### src/rtl/arm_ctrl_pkg.sv
// Shared encodings for the pipelined ARM control path: instruction classes,
// ALU command field values, condition codes, extender selects and the
// control bundle that travels down the E/M/W pipeline.
package arm_ctrl_pkg;

  localparam int ALU_CTRL_W = 4;
  localparam int FLAGS_W    = 4;

  // Instruction class, InstructionD[27:26]
  localparam logic [1:0] OP_DP   = 2'b00;
  localparam logic [1:0] OP_MEM  = 2'b01;
  localparam logic [1:0] OP_BR   = 2'b10;
  localparam logic [1:0] OP_NONE = 2'b11;

  // ARM data-processing cmd field, passed straight to the ALU
  localparam logic [3:0] CMD_AND = 4'b0000;
  localparam logic [3:0] CMD_EOR = 4'b0001;
  localparam logic [3:0] CMD_SUB = 4'b0010;
  localparam logic [3:0] CMD_RSB = 4'b0011;
  localparam logic [3:0] CMD_ADD = 4'b0100;
  localparam logic [3:0] CMD_TST = 4'b1000;
  localparam logic [3:0] CMD_TEQ = 4'b1001;
  localparam logic [3:0] CMD_CMP = 4'b1010;
  localparam logic [3:0] CMD_CMN = 4'b1011;
  localparam logic [3:0] CMD_ORR = 4'b1100;
  localparam logic [3:0] CMD_MOV = 4'b1101;

  // Immediate extender selects
  localparam logic [1:0] EXT_IMM8  = 2'b00;
  localparam logic [1:0] EXT_IMM12 = 2'b01;
  localparam logic [1:0] EXT_IMM24 = 2'b10;

  // Bit positions inside the {C,V,N,Z} flag word
  localparam int FLAG_C = 3;
  localparam int FLAG_V = 2;
  localparam int FLAG_N = 1;
  localparam int FLAG_Z = 0;

  // Condition field, InstructionD[31:28]
  typedef enum logic [3:0] {
    COND_EQ = 4'h0,
    COND_NE = 4'h1,
    COND_CS = 4'h2,
    COND_CC = 4'h3,
    COND_MI = 4'h4,
    COND_PL = 4'h5,
    COND_VS = 4'h6,
    COND_VC = 4'h7,
    COND_HI = 4'h8,
    COND_LS = 4'h9,
    COND_GE = 4'hA,
    COND_LT = 4'hB,
    COND_GT = 4'hC,
    COND_LE = 4'hD,
    COND_AL = 4'hE,
    COND_NV = 4'hF
  } cond_e;

  // Control bundle produced by decode and carried into E.
  // flag_write[1] enables the N,Z update, flag_write[0] the C,V update.
  typedef struct packed {
    logic                  reg_write;
    logic                  mem_write;
    logic                  mem_to_reg;
    logic                  alu_src;
    logic [ALU_CTRL_W-1:0] alu_ctrl;
    logic                  branch;
    logic                  link;
    logic                  pc_src;
    logic [1:0]            flag_write;
  } ctrl_t;

  // TST, TEQ, CMP, CMN only set flags and never write a register
  function automatic logic is_compare_cmd(input logic [3:0] cmd);
    return (cmd[3:2] == 2'b10);
  endfunction

  // Commands whose carry/overflow results are meaningful
  function automatic logic is_arith_cmd(input logic [3:0] cmd);
    return (cmd == CMD_ADD) || (cmd == CMD_SUB) || (cmd == CMD_RSB) ||
           (cmd == CMD_CMP) || (cmd == CMD_CMN);
  endfunction

endpackage

### src/rtl/pipelined_controller_cond_unit.sv
// Architectural flag register and condition evaluation for the E stage.
// The condition is judged against the stored flags, never the live ALU
// flags, so an instruction directly behind a flag setter sees the new
// flags exactly one cycle later.
module cond_unit
  import arm_ctrl_pkg::*;
(
  input  logic       clk,
  input  logic       reset,
  input  logic [3:0] COND,
  input  logic [3:0] Flags,
  input  logic [1:0] FlagWrite,
  output logic       CondEx
);

  logic [3:0] flag_q;
  logic [3:0] flag_d;
  logic       c_f;
  logic       v_f;
  logic       n_f;
  logic       z_f;

  assign c_f = flag_q[FLAG_C];
  assign v_f = flag_q[FLAG_V];
  assign n_f = flag_q[FLAG_N];
  assign z_f = flag_q[FLAG_Z];

  // Decode the condition field against the stored flags
  always_comb begin
    CondEx = 1'b0;
    case (cond_e'(COND))
      COND_EQ: CondEx = z_f;
      COND_NE: CondEx = ~z_f;
      COND_CS: CondEx = c_f;
      COND_CC: CondEx = ~c_f;
      COND_MI: CondEx = n_f;
      COND_PL: CondEx = ~n_f;
      COND_VS: CondEx = v_f;
      COND_VC: CondEx = ~v_f;
      COND_HI: CondEx = c_f & ~z_f;
      COND_LS: CondEx = ~c_f | z_f;
      COND_GE: CondEx = (n_f == v_f);
      COND_LT: CondEx = (n_f != v_f);
      COND_GT: CondEx = ~z_f & (n_f == v_f);
      COND_LE: CondEx = z_f | (n_f != v_f);
      COND_AL: CondEx = 1'b1;
      default: CondEx = 1'b0;
    endcase
  end

  // Next flag value: each half updates only when enabled and the condition passed
  always_comb begin
    flag_d = flag_q;
    if (FlagWrite[1] && CondEx) begin
      flag_d[1:0] = Flags[1:0];
    end
    if (FlagWrite[0] && CondEx) begin
      flag_d[3:2] = Flags[3:2];
    end
  end

  // Flag register, cleared by reset
  always_ff @(posedge clk or negedge reset) begin
    if (!reset) begin
      flag_q <= 4'b0000;
    end else begin
      flag_q <= flag_d;
    end
  end

endmodule

### src/rtl/pipelined_controller.sv
// Control path of the pipelined ARM core. Decodes the D-stage instruction
// fields, carries the control bits through private E/M/W registers,
// resolves conditional execution in E and reports pending register/PC
// writes to the hazard unit.
module pipelined_controller
  import arm_ctrl_pkg::*;
#(
  parameter int ALU_W  = 4,
  parameter int FLAG_W = 4
)
(
  input  logic              clk,
  input  logic              reset,
  input  logic [1:0]        OP,
  input  logic [5:0]        FUNCT,
  input  logic [3:0]        COND,
  input  logic [3:0]        Rd,
  input  logic [FLAG_W-1:0] Flags,
  input  logic              FlushE,
  output logic              RA1_select,
  output logic              RA2_select,
  output logic [1:0]        extender_select,
  output logic              shifter_input_select,
  output logic              shifter_amount_select,
  output logic              shifter_type_select,
  output logic              ALUsrcE,
  output logic [ALU_W-1:0]  ALU_control,
  output logic              PC_select_W,
  output logic              data_memory_write_enable,
  output logic              MemtoregW,
  output logic              Register_file_write_enable,
  output logic              PC_select,
  output logic              R14_select,
  output logic              RegWriteM_out,
  output logic              RegWriteW_out,
  output logic              MemtoRegE_out,
  output logic              PCWrPending,
  output logic              BranchTakenE
);

  // ---------------------------------------------------------------- D stage
  ctrl_t      dec_ctrl;
  logic [3:0] cmd;
  logic       s_bit;
  logic       s_eff;

  assign cmd   = FUNCT[4:1];
  assign s_bit = FUNCT[0];

  // Main and ALU decode of the instruction currently in D
  always_comb begin
    dec_ctrl        = '0;
    s_eff           = 1'b0;
    RA1_select      = 1'b0;
    RA2_select      = 1'b0;
    extender_select = EXT_IMM8;
    case (OP)
      OP_DP: begin
        // compare-type commands exist only to set flags, so S is implied
        s_eff               = s_bit | is_compare_cmd(cmd);
        dec_ctrl.reg_write  = ~is_compare_cmd(cmd);
        dec_ctrl.alu_src    = FUNCT[5];
        dec_ctrl.alu_ctrl   = cmd;
        dec_ctrl.flag_write = {s_eff, s_eff & is_arith_cmd(cmd)};
      end
      OP_MEM: begin
        // I=1 means a register offset for memory ops, hence the inversion
        extender_select     = EXT_IMM12;
        dec_ctrl.alu_src    = ~FUNCT[5];
        dec_ctrl.alu_ctrl   = FUNCT[3] ? CMD_ADD : CMD_SUB;
        if (FUNCT[0]) begin
          dec_ctrl.reg_write  = 1'b1;
          dec_ctrl.mem_to_reg = 1'b1;
        end else begin
          dec_ctrl.mem_write  = 1'b1;
          RA2_select          = 1'b1;
        end
      end
      OP_BR: begin
        extender_select   = EXT_IMM24;
        RA1_select        = 1'b1;
        dec_ctrl.branch   = 1'b1;
        dec_ctrl.alu_src  = 1'b1;
        dec_ctrl.alu_ctrl = CMD_ADD;
        dec_ctrl.link     = FUNCT[4];
      end
      default: begin
        dec_ctrl = '0;
      end
    endcase
    // any register write aimed at R15 redirects the PC
    dec_ctrl.pc_src = dec_ctrl.reg_write & (Rd == 4'hF);
  end

  assign shifter_input_select  = 1'b0;
  assign shifter_amount_select = 1'b0;
  assign shifter_type_select   = 1'b0;

  // ---------------------------------------------------------------- E stage
  ctrl_t      ctrl_e_q;
  ctrl_t      ctrl_e_d;
  logic [3:0] cond_e_q;
  logic [3:0] cond_e_d;
  logic       cond_ex_e;

  // A flush turns the incoming E slot into a bubble
  always_comb begin
    ctrl_e_d = dec_ctrl;
    cond_e_d = COND;
    if (FlushE) begin
      ctrl_e_d = '0;
      cond_e_d = 4'b0000;
    end
  end

  // D->E control register
  always_ff @(posedge clk or negedge reset) begin
    if (!reset) begin
      ctrl_e_q <= '0;
      cond_e_q <= 4'b0000;
    end else begin
      ctrl_e_q <= ctrl_e_d;
      cond_e_q <= cond_e_d;
    end
  end

  cond_unit u_cond_unit (
    .clk       (clk),
    .reset     (reset),
    .COND      (cond_e_q),
    .Flags     (Flags[3:0]),
    .FlagWrite (ctrl_e_q.flag_write),
    .CondEx    (cond_ex_e)
  );

  assign BranchTakenE  = ctrl_e_q.branch & cond_ex_e;
  assign PC_select_W   = BranchTakenE;
  assign ALUsrcE       = ctrl_e_q.alu_src;
  assign ALU_control   = ctrl_e_q.alu_ctrl;
  assign MemtoRegE_out = ctrl_e_q.mem_to_reg;

  // ---------------------------------------------------------------- M stage
  logic reg_write_m_q;
  logic reg_write_m_d;
  logic mem_write_m_q;
  logic mem_write_m_d;
  logic mem_to_reg_m_q;
  logic mem_to_reg_m_d;
  logic pc_src_m_q;
  logic pc_src_m_d;
  logic link_m_q;
  logic link_m_d;

  // Side effects survive into M only if the condition passed in E
  always_comb begin
    reg_write_m_d  = ctrl_e_q.reg_write & cond_ex_e;
    mem_write_m_d  = ctrl_e_q.mem_write & cond_ex_e;
    mem_to_reg_m_d = ctrl_e_q.mem_to_reg;
    pc_src_m_d     = ctrl_e_q.pc_src & cond_ex_e;
    link_m_d       = ctrl_e_q.link & cond_ex_e;
  end

  // E->M control register
  always_ff @(posedge clk or negedge reset) begin
    if (!reset) begin
      reg_write_m_q  <= 1'b0;
      mem_write_m_q  <= 1'b0;
      mem_to_reg_m_q <= 1'b0;
      pc_src_m_q     <= 1'b0;
      link_m_q       <= 1'b0;
    end else begin
      reg_write_m_q  <= reg_write_m_d;
      mem_write_m_q  <= mem_write_m_d;
      mem_to_reg_m_q <= mem_to_reg_m_d;
      pc_src_m_q     <= pc_src_m_d;
      link_m_q       <= link_m_d;
    end
  end

  assign data_memory_write_enable = mem_write_m_q;
  assign RegWriteM_out            = reg_write_m_q;

  // ---------------------------------------------------------------- W stage
  logic reg_write_w_q;
  logic mem_to_reg_w_q;
  logic pc_src_w_q;
  logic link_w_q;

  // M->W control register
  always_ff @(posedge clk or negedge reset) begin
    if (!reset) begin
      reg_write_w_q  <= 1'b0;
      mem_to_reg_w_q <= 1'b0;
      pc_src_w_q     <= 1'b0;
      link_w_q       <= 1'b0;
    end else begin
      reg_write_w_q  <= reg_write_m_q;
      mem_to_reg_w_q <= mem_to_reg_m_q;
      pc_src_w_q     <= pc_src_m_q;
      link_w_q       <= link_m_q;
    end
  end

  assign MemtoregW                  = mem_to_reg_w_q;
  assign Register_file_write_enable = reg_write_w_q;
  assign RegWriteW_out              = reg_write_w_q;
  assign PC_select                  = pc_src_w_q;
  assign R14_select                 = link_w_q;

  // A PC write is in flight while any of D, E or M carries one
  assign PCWrPending = dec_ctrl.pc_src | ctrl_e_q.pc_src | pc_src_m_q;

endmodule

### config.mk
export PLATFORM = sky130hd
export DESIGN_NAME = pipelined_controller
export DESIGN_NICKNAME = d
export VERILOG_FILES = /design/src/rtl/arm_ctrl_pkg.sv /design/src/rtl/pipelined_controller_cond_unit.sv /design/src/rtl/pipelined_controller.sv
export SDC_FILE = /design/constraint.sdc
export NUM_CORES = 1
export LEC_CHECK = 0
export CAP_MARGIN = 0
export CORE_MARGIN = 5
export CORE_UTILIZATION = 35
export DETAILED_ROUTE_END_ITERATION = 6
export GPL_TIMING_DRIVEN = 0
export SLEW_MARGIN = 20
export SYNTH_ARGS = -nofsm -noshare
export SYNTH_HDL_FRONTEND = slang
export SYNTH_SLANG_ARGS = --single-unit
export TNS_END_PERCENT = 5
### constraint.sdc
create_clock -name clk -period 2.4 [get_ports clk]
set_input_delay 0.48 -clock clk [delete_from_list [all_inputs] [get_ports clk]]
set_output_delay 0.48 -clock clk [all_outputs]
set_load 0.005 [all_outputs]
==> impl.org, run 1 <==
** Logic synthesis
- Most instantiated library cell after synthesis :: sky130_fd_sc_hd__dfrtp_1
- Async set-or-reset flop fraction in the synthesized netlist :: 1.000
- Yosys attributes the largest share of cell area to sky130_fd_sc_hd__dfrtp_1 57%, sky130_fd_sc_hd__buf_4 5.7%, sky130_fd_sc_hd__and2_1 3.8%.
- During synthesis, Yosys emitted a total of 0 warnings.
- In this run the cell area of the synthesized design comes to about 0.0013 sq mm.
- Post-Syn Area per Cell :: approximately 11 sq um
- Counting instances in the post-synthesis netlist gives the leading cell types as 30 x sky130_fd_sc_hd__dfrtp_1, 10 x sky130_fd_sc_hd__buf_4, 8 x sky130_fd_sc_hd__and2_1, 8 x sky130_fd_sc_hd__inv_1, 7 x sky130_fd_sc_hd__nor2b_1.
- Biggest area consumer among synthesized cells :: sky130_fd_sc_hd__dfrtp_1
- Of the post-synthesis cell area, the dominant cell type holds 0.5720.
- Distinct cell type count of the synthesized netlist :: 32
- Post-Synthesis Cells :: ~120
- Post-synth EDFFs :: 0
- In the synthesized netlist the dominant register cell turns out to be sky130_fd_sc_hd__dfrtp_1.
- Post-synthesis sequential area ratio :: 0.5720
- Yosys reg bits :: 30

** Timing
- Final WS setup :: -0.1296 ns
- Summed over all failing endpoints, the final setup total negative slack is -0.1882 ns.
- Setup violations remaining at the end of the flow were counted as 4.
- Setup clock skew after layout :: 0.002754 ns
- Worst hold slack :: 0.2260 ns
- Relative max-transition margin :: 0.5768
- Setup repair after global routing missed its margin :: yes
- For this run, the top clock speed supported by timing is between 300 and 400 MHz.
- Shortest period the worst path allows :: 2.530 ns
- Worst Max-Slew Pin Slew :: around 0.63 ns
- Final hold violation count :: 0
- The number of pins with negative max-slew slack in the final report was 0.
- Final period utilization :: 1.054

** Clock network
- TritonCTS created 5 clock buffers.
- TritonCTS built the clock tree.
- Worst-Skew Late Latency :: 0.27 ns
- The tree built by TritonCTS fans out to 30 sinks.
- After clock tree synthesis, the clock-pin slew on the worst setup and hold paths is 0.06 ns.
- The root buffer cell chosen for the clock tree is sky130_fd_sc_hd__clkbuf_8.
- Clk buf depth :: 2
- Depth of the CTS H-tree :: 2

** Critical path
- The largest single stage delay on the critical path is between 0.4 and 0.5 ns.
- The slowest stage of the critical path belongs to the cell sky130_fd_sc_hd__dfrtp_2.
- Arrival @ worst endpoint :: just over 2 ns
- The number of buffers and inverters on the critical path is 2.
- Broken down by cell family, the worst path's largest delay share belongs to compound AO/OA/AOI/OAI gates.
- The worst setup path is launched from a register.
- STA classifies the critical path endpoint as a primary output.
- Critical path required time :: between 1.5 and 2 ns
- The cell that appears most often on the critical path is sky130_fd_sc_hd__buf_6.
- Chain of cells forming the critical path :: nor2b_1 -> a211o_1 -> a222oi_1 -> nand2_1 -> and2_4 -> buf_6 -> buf_6
- In this run the worst path has a maximum fanout of 6.
- Critical path class :: register to primary output

** Drt
- Number of violations reported at the end of detailed-routing iteration 0 :: 31
- Routed WL :: 2.845 mm
- Final routed DRC violation total :: 0
- The first detailed-routing pass took 4 iterations.
- Dividing the detail-routed wire length by the instance count gives 12.42 um.
- Detailed routing inserted a total of a little over 1000 vias.
- Avg Vias per Cell :: around 4.5
- ANT nets after route :: 0

** Outcome
- Failing checks :: setup timing
- The run finished, with violations left.

** Finish
- The multi-input combinational cells in the finished layout cover a total of 473.0 sq um.
- From synthesis to final layout, the design area changed by 54.34%.
- Sequential cell area in the final layout :: 754.5 sq um
- The net count of the finished layout is between 200 and 250.
- Post-route core utilization :: 0.5575
- Antenna diode instance count :: 0
- Layout filler cell count :: between 300 and 400
- Fraction of layout instances using a drive strength above 1 :: 0.2431

** GRT
- The via count of the first global-routing pass came to ~1200.
- The first global-routing pass estimated slightly below 5 mm of wire.
- Maximum number of pins on one net before global-route repair :: 31
- In the global route stage, overall resource usage came out at 0.1250.
- The number of antenna violations at the first check in global routing came to 0.
- Residual overflow from global routing :: 0

** Run
- Max-cap violations in this run came to 0.

** Floorplanning
- I/O pin count :: 46
- In this run the horizontal extent of the chip is around 70 um.
- The core region is approximately 0.0036 sq mm.
- Full die area :: between 0.005 and 0.006 sq mm
- For this configuration, the core starts out at a cell density of 0.3612.
- Vertical die dimension :: ~70 um
- Number of placement rows :: 22

** Worst hold path
- The min-delay analysis places its worst path in the category primary input to asynchronous set/reset pin.

** Power and ir drop
- Leak Pwr :: 0.0009601 uW
- Across the VDD grid, the largest voltage drop is roughly 360 uV.
- PwrDens :: ~650 mW/mm^2

** Placed design
- Detailed placement ended at an HPWL of 2.071 mm.
- Buffers added on ports :: slightly above 40
- The congestion estimate from routability-driven global placement came to slightly above 0.8.
[final cells by class]
class,count,area share
plain buffers,12,0.04262
clock inverters,1,0.002471
clock buffers,7,0.04262
inverters,8,0.01482
multi-input cells,68,0.2335
repair buffers,55,0.2619
flip-flops and latches,30,0.3725
well taps,48,0.02965
[final timing paths]
check,depth (start not counted),from,slack [ns],endpoint
min,1,reset,0.23,ALU_control[0]
max reg2reg,12,cond_e_q[0],-0.02,data_memory_write_enable
max,7,cond_e_q[0],-0.13,PC_select_W
min in group clk,0,link_m_q,0.35,R14_select
max in group asynchronous,1,reset,1.72,cond_e_q[0]
min reg2reg,0,link_m_q,0.35,R14_select
[layer usage]
metal  vias to the layer above  wire (um)  global-route usage
met1                       478       1117              0.1321
met5                         -          0                   0
met3                         4        226             0.06031
li1                        510          -                   -
met2                        36       1452              0.2133
met4                         0         48             0.05010
[worst register-to-register path, cell delays in order, from the launching register on]
cell	delay [ns]
sky130_fd_sc_hd__dfrtp_2	0.43
sky130_fd_sc_hd__nor2b_1	0.14
sky130_fd_sc_hd__a211o_1	0.28
sky130_fd_sc_hd__a222oi_1	0.43
sky130_fd_sc_hd__nand2_1	0.13
sky130_fd_sc_hd__buf_4	0.15
sky130_fd_sc_hd__buf_6	0.10
sky130_fd_sc_hd__buf_6	0.10
sky130_fd_sc_hd__buf_6	0.10
sky130_fd_sc_hd__buf_6	0.10
sky130_fd_sc_hd__buf_6	0.10
sky130_fd_sc_hd__buf_6	0.11
sky130_fd_sc_hd__and2_1	0.14
[power breakdown]
part | leakage [uW] | switching (uW) | internal [uW] | total (uW)
combinational | 0.000512 | 118 | 212 | 330
sequential | 0.000400 | 37.4 | 545 | 583
clock | 0.0000482 | 171 | 231 | 401
[layout by cell type (no fill, tap or decap), drive strengths merged, types with 2 or more instances in the layout]
cell type,n
dfrtp,30
a21oi,2
conb,3
mux2,4
nand2b,6
inv,8
nor2,6
clkdlybuf4s50,36
nor3,5
a21boi,2
clkbuf,10
buf,26
mux2i,2
nor2b,7
nand2,2
and2,8
nor4b,2
xor2,2
o21ai,3
nand4,2
[through the flow]
step	power [uW]	setup WS, ns	instance area (sq um)	cells
4_1_cts	1324	-0.1590	2012	228
6_report	1314	-0.1296	2026	229
3_3_place_gp	800.1	-0.4860	1790	208
3_5_place_dp	809.8	-0.5119	1785	208
5_1_grt	1393	-0.3071	2026	229
2_1_floorplan	699.8	0.1601	1320	119
[flip-flops by register name, indices dropped and copies added, names as in the netlist]
signal / cells
MemtoRegE_out: 1
RegWriteW_out: 1
RegWriteM_out: 1
link_m_q: 1
ALU_control: 4
MemtoregW: 1
u_cond_unit.flag_q: 4
pc_src_m_q: 1
mem_to_reg_m_q: 1
ctrl_e_q: 7
PC_select: 1
cond_e_q: 4
data_memory_write_enable: 1
R14_select: 1
ALUsrcE: 1
[logic make-up after synthesis]
logic type | synth area share
simple gates | 0.1897
flops | 0.5720
buf+inv | 0.08961
compound gates | 0.08294
mux | 0.04957
xor+xnor | 0.01335
other cells | 0.002857
[what timing repair did]
item,4_1_cts,5_1_grt
resized for setup,21,5
pin swaps,6,2
hold buffers,0,0
setup endpoints to repair,3,9
setup buffers,16,1
Power figures use the tool's default switching activity.
==> run 2, diff against run 1 <==
CAP_MARGIN = 10   (was 0)
==> results of run 2 <==
The final DEF is identical to that of run 1; final timing and power are the same.
